## src/rtl/bus_arbiter_mux_if.sv

```systemverilog
// Bus arbiter/mux handshake bundle: per-source requests and data in, registered ownership and bus data out.
// Latency: carries signals only; no logic and no added delay.
// Backpressure: none; sources hold src_req for the whole transfer and watch grant to learn ownership.
// Ports (master = sources/consumers side, slave = arbiter side):
//   src_req/src_data -> arbiter; grant/grant_idx/bus_out/bus_valid/preempt <- arbiter.
interface bus_arbiter_mux_if #(
    parameter int WIDTH = 32,
    parameter int NSRC  = 24
);
    localparam int IW = $clog2(NSRC);

    logic [NSRC-1:0]       src_req;
    logic [NSRC*WIDTH-1:0] src_data;
    logic [NSRC-1:0]       grant;
    logic [IW-1:0]         grant_idx;
    logic [WIDTH-1:0]      bus_out;
    logic                  bus_valid;
    logic                  preempt;

    modport master (
        output src_req, src_data,
        input  grant, grant_idx, bus_out, bus_valid, preempt
    );

    modport slave (
        input  src_req, src_data,
        output grant, grant_idx, bus_out, bus_valid, preempt
    );
endinterface

```

## src/rtl/bus_arbiter_mux.sv

```systemverilog
// Registered NSRC-way bus arbiter and mux, fixed-priority or round-robin, with ownership hold and preemption.
// Latency: request-to-grant 1 cycle; bus_out/bus_valid trail grant by 1 cycle.
// Backpressure: an owner keeps the bus while its req is high, until HOLD_MAX cycles pass with others waiting.
// Ports: clk (rising edge), clr (async active-low reset), bus (slave modport: src_req/src_data in,
//   grant/grant_idx/bus_out/bus_valid/preempt out).
module bus_arbiter_mux #(
    parameter int WIDTH    = 32,
    parameter int NSRC     = 24,
    parameter int MODE_RR  = 1,
    parameter int HOLD_MAX = 15
) (
    input  logic                clk,
    input  logic                clr,
    bus_arbiter_mux_if.slave    bus
);
    localparam int IW = $clog2(NSRC);
    localparam int HW = (HOLD_MAX > 0) ? $clog2(HOLD_MAX + 1) : 1;
    localparam logic [HW-1:0] HMAX = HW'(HOLD_MAX);

    typedef enum logic {IDLE, OWN} state_t;

    state_t          state, state_nxt;
    logic [NSRC-1:0] grant, grant_nxt;
    logic [IW-1:0]   grant_idx, grant_idx_nxt;
    logic [HW-1:0]   hold_cnt, hold_cnt_nxt;
    logic [IW-1:0]   rr_ptr, rr_ptr_nxt;
    logic [WIDTH-1:0] bus_out, bus_out_nxt;
    logic            bus_valid;
    logic            preempt, preempt_nxt;

    logic [NSRC-1:0] cand;
    logic            pick_vld;
    logic [IW-1:0]   pick_idx;
    logic            owner_req;
    logic [WIDTH-1:0] owner_dat;

    // Index k steps past p, wrapping NSRC-1 -> 0.
    function automatic logic [IW-1:0] rr_idx(input logic [IW-1:0] p, input int k);
        int s;
        s = int'(p) + k;
        if (s >= NSRC) s = s - NSRC;
        return IW'(s);
    endfunction

    // The current owner is never a candidate: whenever we re-arbitrate while owned
    // (release or preemption) the bus must move to somebody else. In IDLE grant is
    // zero so this is simply all requesters.
    assign cand      = bus.src_req & ~grant;
    assign owner_req = |(bus.src_req & grant);

    always_comb begin
        pick_vld = 1'b0;
        pick_idx = '0;
        if (MODE_RR != 0) begin
            // Scan from farthest to nearest so the nearest hit after rr_ptr wins.
            for (int k = NSRC; k >= 1; k--) begin
                if (cand[rr_idx(rr_ptr, k)]) begin
                    pick_vld = 1'b1;
                    pick_idx = rr_idx(rr_ptr, k);
                end
            end
        end else begin
            for (int i = NSRC - 1; i >= 0; i--) begin
                if (cand[i]) begin
                    pick_vld = 1'b1;
                    pick_idx = IW'(i);
                end
            end
        end
    end

    // grant is one-hot, so an OR of the gated slices is the owner's data.
    always_comb begin
        owner_dat = '0;
        for (int i = 0; i < NSRC; i++) begin
            if (grant[i]) owner_dat = owner_dat | bus.src_data[i*WIDTH +: WIDTH];
        end
    end

    always_comb begin
        state_nxt     = state;
        grant_nxt     = grant;
        grant_idx_nxt = grant_idx;
        hold_cnt_nxt  = hold_cnt;
        rr_ptr_nxt    = rr_ptr;
        preempt_nxt   = 1'b0;
        bus_out_nxt   = (grant != '0) ? owner_dat : bus_out;

        case (state)
            IDLE: begin
                if (pick_vld) begin
                    state_nxt     = OWN;
                    grant_nxt     = NSRC'(1) << pick_idx;
                    grant_idx_nxt = pick_idx;
                    hold_cnt_nxt  = '0;
                    rr_ptr_nxt    = pick_idx;
                end
            end
            OWN: begin
                if (owner_req) begin
                    if (pick_vld) begin
                        if (HOLD_MAX != 0 && hold_cnt == HMAX) begin
                            grant_nxt     = NSRC'(1) << pick_idx;
                            grant_idx_nxt = pick_idx;
                            hold_cnt_nxt  = '0;
                            rr_ptr_nxt    = pick_idx;
                            preempt_nxt   = 1'b1;
                        end else if (hold_cnt != HMAX) begin
                            hold_cnt_nxt = hold_cnt + HW'(1);
                        end
                    end
                end else if (pick_vld) begin
                    // Owner released with others waiting: hand over on the same edge.
                    grant_nxt     = NSRC'(1) << pick_idx;
                    grant_idx_nxt = pick_idx;
                    hold_cnt_nxt  = '0;
                    rr_ptr_nxt    = pick_idx;
                end else begin
                    state_nxt     = IDLE;
                    grant_nxt     = '0;
                    grant_idx_nxt = '0;
                    hold_cnt_nxt  = '0;
                end
            end
            default: state_nxt = IDLE;
        endcase
    end

    always_ff @(posedge clk or negedge clr) begin
        if (!clr) begin
            state     <= IDLE;
            grant     <= '0;
            grant_idx <= '0;
            hold_cnt  <= '0;
            rr_ptr    <= IW'(NSRC - 1);
            bus_out   <= '0;
            bus_valid <= 1'b0;
            preempt   <= 1'b0;
        end else begin
            state     <= state_nxt;
            grant     <= grant_nxt;
            grant_idx <= grant_idx_nxt;
            hold_cnt  <= hold_cnt_nxt;
            rr_ptr    <= rr_ptr_nxt;
            bus_out   <= bus_out_nxt;
            bus_valid <= (grant != '0);
            preempt   <= preempt_nxt;
        end
    end

    assign bus.grant     = grant;
    assign bus.grant_idx = grant_idx;
    assign bus.bus_out   = bus_out;
    assign bus.bus_valid = bus_valid;
    assign bus.preempt   = preempt;
endmodule
```

## src/flat_wrapper.sv

```systemverilog
// flat-port wrapper written by rule: the top's interface ports become plain ports
module bus_arbiter_mux_flat 
#(
    parameter int WIDTH    = 32,
    parameter int NSRC     = 24,
    parameter int MODE_RR  = 1,
    parameter int HOLD_MAX = 15
)
  (clk, clr, bus_src_req, bus_src_data, bus_grant, bus_grant_idx, bus_bus_out, bus_bus_valid, bus_preempt);
  bus_arbiter_mux_if #(.WIDTH(WIDTH), .NSRC(NSRC)) bus_i ();
  input  logic clk;
  input  logic clr;
  input wire logic [$bits(bus_i.src_req)-1:0] bus_src_req;
  input wire logic [$bits(bus_i.src_data)-1:0] bus_src_data;
  output wire logic [$bits(bus_i.grant)-1:0] bus_grant;
  output wire logic [$bits(bus_i.grant_idx)-1:0] bus_grant_idx;
  output wire logic [$bits(bus_i.bus_out)-1:0] bus_bus_out;
  output wire logic [$bits(bus_i.bus_valid)-1:0] bus_bus_valid;
  output wire logic [$bits(bus_i.preempt)-1:0] bus_preempt;
  assign bus_i.src_req = bus_src_req;
  assign bus_i.src_data = bus_src_data;
  assign bus_grant = bus_i.grant;
  assign bus_grant_idx = bus_i.grant_idx;
  assign bus_bus_out = bus_i.bus_out;
  assign bus_bus_valid = bus_i.bus_valid;
  assign bus_preempt = bus_i.preempt;
  bus_arbiter_mux #(.WIDTH(WIDTH), .NSRC(NSRC), .MODE_RR(MODE_RR), .HOLD_MAX(HOLD_MAX)) u_core (.clk(clk), .clr(clr), .bus(bus_i));
endmodule
```

## config.mk

```make
export PLATFORM = sky130hd
export DESIGN_NAME = bus_arbiter_mux_flat
export DESIGN_NICKNAME = d
export VERILOG_FILES = /design/src/rtl/bus_arbiter_mux_if.sv /design/src/rtl/bus_arbiter_mux.sv /design/src/flat_wrapper.sv
export SDC_FILE = /design/constraint.sdc
export NUM_CORES = 1
export LEC_CHECK = 0
export CAP_MARGIN = 0
export CORE_AREA = 2 2 333 335
export DETAILED_ROUTE_END_ITERATION = 8
export DIE_AREA = 0 0 335 337
export SLEW_MARGIN = 20
export SYNTH_ARGS = -nofsm -noshare
export SYNTH_HDL_FRONTEND = slang
export SYNTH_SLANG_ARGS = --single-unit
```

## constraint.sdc

```tcl
create_clock -name clk -period 6.4 [get_ports clk]
set_input_delay 1.28 -clock clk [delete_from_list [all_inputs] [get_ports clk]]
set_output_delay 1.28 -clock clk [all_outputs]
set_load 0.01 [all_outputs]
```

==> out/results.ini <==
[timing]
slew_headroom = 0.240
final.setup.tns_ns = 0
slew_viol_final = 0
finalCritPeriodShare = 0.854
finClkSkew_ns = 0.0137
period_minus_slack_ns = 5.47
setup_viol = 0
hold_slack_ns = 0.499
rsz0062_at_grt = no
fmax_mhz = 183
hold_viol = 0
tightestPinTransition_ns = 1.14

[yosys]
yosysTopAreaCellShare = 0.129
yosys-top-cells-area = dfrtp_1, a22oi_1, a221oi_1
seq_area_frac_synth = 0.137
yosys.area.top_type = dfrtp_1
yosysWarningCount = 0
synthArstFlopShare = 1.00
synthCells = 1750
syn_area_sq_um = 13400
avgSynthCellArea_sq_um = 7.65
synth_edf_count = 0
yosys_register_bits = 73
synth_flop_cell = dfrtp_1
synth_cell_types = 104
syn_nets = 2569

[detailed_routing]
totalWireLength_mm = 192
vias = 23000
wire_per_inst_microns = 45.7
drc = 0
firstDrtPassIters = 6
antenna_left = 0
vias_per_cell = 5.48
drt_iter0_drc = 3647

[setup_path]
critical_path_class = reg -> reg
critPathLaunch = u_core.rr_ptr[1]
arrival_ns = 5.74
endpoint_kind = flip-flop
reg2reg_slack_ns = 0.93
crit_cells = 17
cp_top_family = compound AO/OA/AOI/OAI gates
cp-start-kind = flip-flop
reg2regPathDepth = 17
critPathBufInv = 3
crit_slowest_cell = dfstp_2
worstPathRequired_ns = 6.67
rr_startpoint = u_core.rr_ptr[1]
crit_chain = inv_1 > ha_1 > xor2_1 > inv_1 > ha_1 > and3b_1 > o31a_1 > a21o_1 > o21a_1 > o21a_4 > a211o_1 > o221ai_2 > a21oi_1 > o31a_1 > buf_4 > o311a_4 > o41ai_1
worstPathMaxFanout = 15
critPathMaxStageDelay_ns = 0.78
r2r-end = u_core.bus.grant[0]
endpoint = u_core.bus.grant[0]

[min_path]
hp-start = u_core.bus.grant_idx[3]
hold_class = reg -> reg
holdPathStages = 2

[grt]
antenna_found_initial = 228
overflow = 0
grt_pass1_wl_mm = 235
grt_usage = 0.325
grt_pass1_vias = 20700
grt_max_degree = 92

[floorplan]
die_area_sq_um = 113000
die_w_microns = 335
design.core.area_sq_um = 110000
std_cell_rows = 122
start_util = 0.122
io_pins = 857
die_h_microns = 337

[cts]
cts_root_buffer = clkbuf_16
cts_tree = done
cts_hold_buf = 0
cts_buffer_depth = 2
htree_levels = 3
cts_setup_buffers = 0
cts_resized = 0
clkTransAtPathRegs_ns = 0.07
clk_latency_ns = 0.40
cts_sinks = 73
cts_buffers = 9

[power]
power.density_nw_per_um2 = 687
finalPower_mw = 17.4
max-vdd-ir-drop_uv = 613
leakagePower_nw = 9.00

[run]
drv_cap = 0

[final_layout]
nNetsFinal = 3495
nFillCells = 12200
areaGrowthSynthToFinish_pct = 89.3
drive_gt1_frac = 0.140
fin_util = 0.231

[place]
place_congestion = 1.09
hpwlAfterDp_mm = 161
portBuffers = 856

[status]
status = finished clean

==> routing by layer <==
layer | up-vias | global-route usage | part of all wire
met1 | 11300 | 0.371 | 0.37
met4 | 112 | 0.194 | 0.068
met3 | 511 | 0.139 | 0.12
met2 | 1895 | 0.500 | 0.44
met5 | - | 0.0153 | 0.0035
li1 | 9137 | - | -
==> power breakdown <==
| group | switching [mW] | internal, mW |
|---|---|---|
| logic | 9.45 | 6.42 |
| registers | 0.257 | 0.686 |
| clock network | 0.283 | 0.310 |
==> per-stage QoR <==
| stage | instance area [sq um] | cells | setup slack (ns) |
|---|---|---|---|
| after floorplan | 13400 | 1750 | 1.25 |
| after global placement | 24800 | 4088 | 0.839 |
| after detailed placement | 24800 | 4089 | 0.760 |
| after CTS | 25100 | 4105 | 0.975 |
| after global routing | 25300 | 4170 | 0.762 |
| final | 25300 | 4194 | 0.931 |
==> area by class of cell <==
cell class                      instances  area [sq um]  share of cell area
Clock inverter                          7          81.3             0.00321
Tap cell                             1426          1780              0.0704
Antenna cell                           87           218             0.00859
Inverter                               20          75.1             0.00296
Sequential cell                        73          1860              0.0735
Multi-Input combinational cell       1485         10700               0.422
Clock buffer                            9           225             0.00889
Timing Repair Buffer                 1087         10400               0.410
==> synth_stat cells (41+ instances only) <==
| cell | number |
|---|---|
| a22o_1 | 99 |
| a22oi_1 | 207 |
| o21ai_0 | 58 |
| a221oi_1 | 103 |
| nand2b_1 | 46 |
| nand3_1 | 86 |
| nand4_1 | 51 |
| a31oi_1 | 41 |
| a21oi_1 | 55 |
| dfrtp_1 | 69 |
| clkbuf_1 | 90 |
| nor3_1 | 66 |
| nor2_1 | 110 |
| nand2_1 | 95 |
==> tightest hold or removal path: cells and delay by family, from the launching register on <==
| kind | cells | cell delay (ns) |
|---|---|---|
| flops | 1 | 0.35 |
| simple gates | 2 | 0.12 |
==> how the worst min path moves through the flow <==
stage | endpoint | slack [ns]
floorplan | u_core.hold_cnt[1] | 0.49
global placement | u_core.bus.grant_idx[3] | 0.49
detailed placement | u_core.bus.grant_idx[3] | 0.49
CTS | u_core.bus.grant_idx[3] | 0.51
global route | u_core.bus.grant_idx[3] | 0.53
finish | u_core.bus.grant_idx[3] | 0.50
==> sequential cells by signal (all words and copies together) (netlist names) <==
register and flops:
u_core.bus.bus_valid 1, u_core.rr_ptr 5, u_core.bus.grant 24, u_core.state 1, u_core.bus.bus_out 32, u_core.bus.preempt 1
u_core.bus.grant_idx 5, u_core.hold_cnt 4
==> layout by cell type (no fill, tap or decap), types with 41 or more instances in the layout <==
cell	synthesis	final
a221oi_1	103	101
nand2b_1	46	46
dfrtp_1	69	45
nor3_1	66	66
clkdlybuf4s50_1	0	855
diode_2	0	87
a22oi_1	207	207
nand4_1	51	51
o21ai_0	58	58
buf_4	3	222
nor2_1	110	109
a21oi_1	55	55
nand3_1	86	86
a22o_1	99	99
nand2_1	95	95
a31oi_1	41	41
==> logic make-up after synthesis <==
kind of cell	synth area share
AO/OA/AOI/OAI	0.448
buffers and inverters	0.0659
AND/OR/NAND/NOR	0.252
flip-flops	0.137
adder cells (fa/ha/maj)	0.0234
multiplexers	0.0479
XOR/XNOR	0.0261
Note: power is estimated with default switching activity, not from simulation.
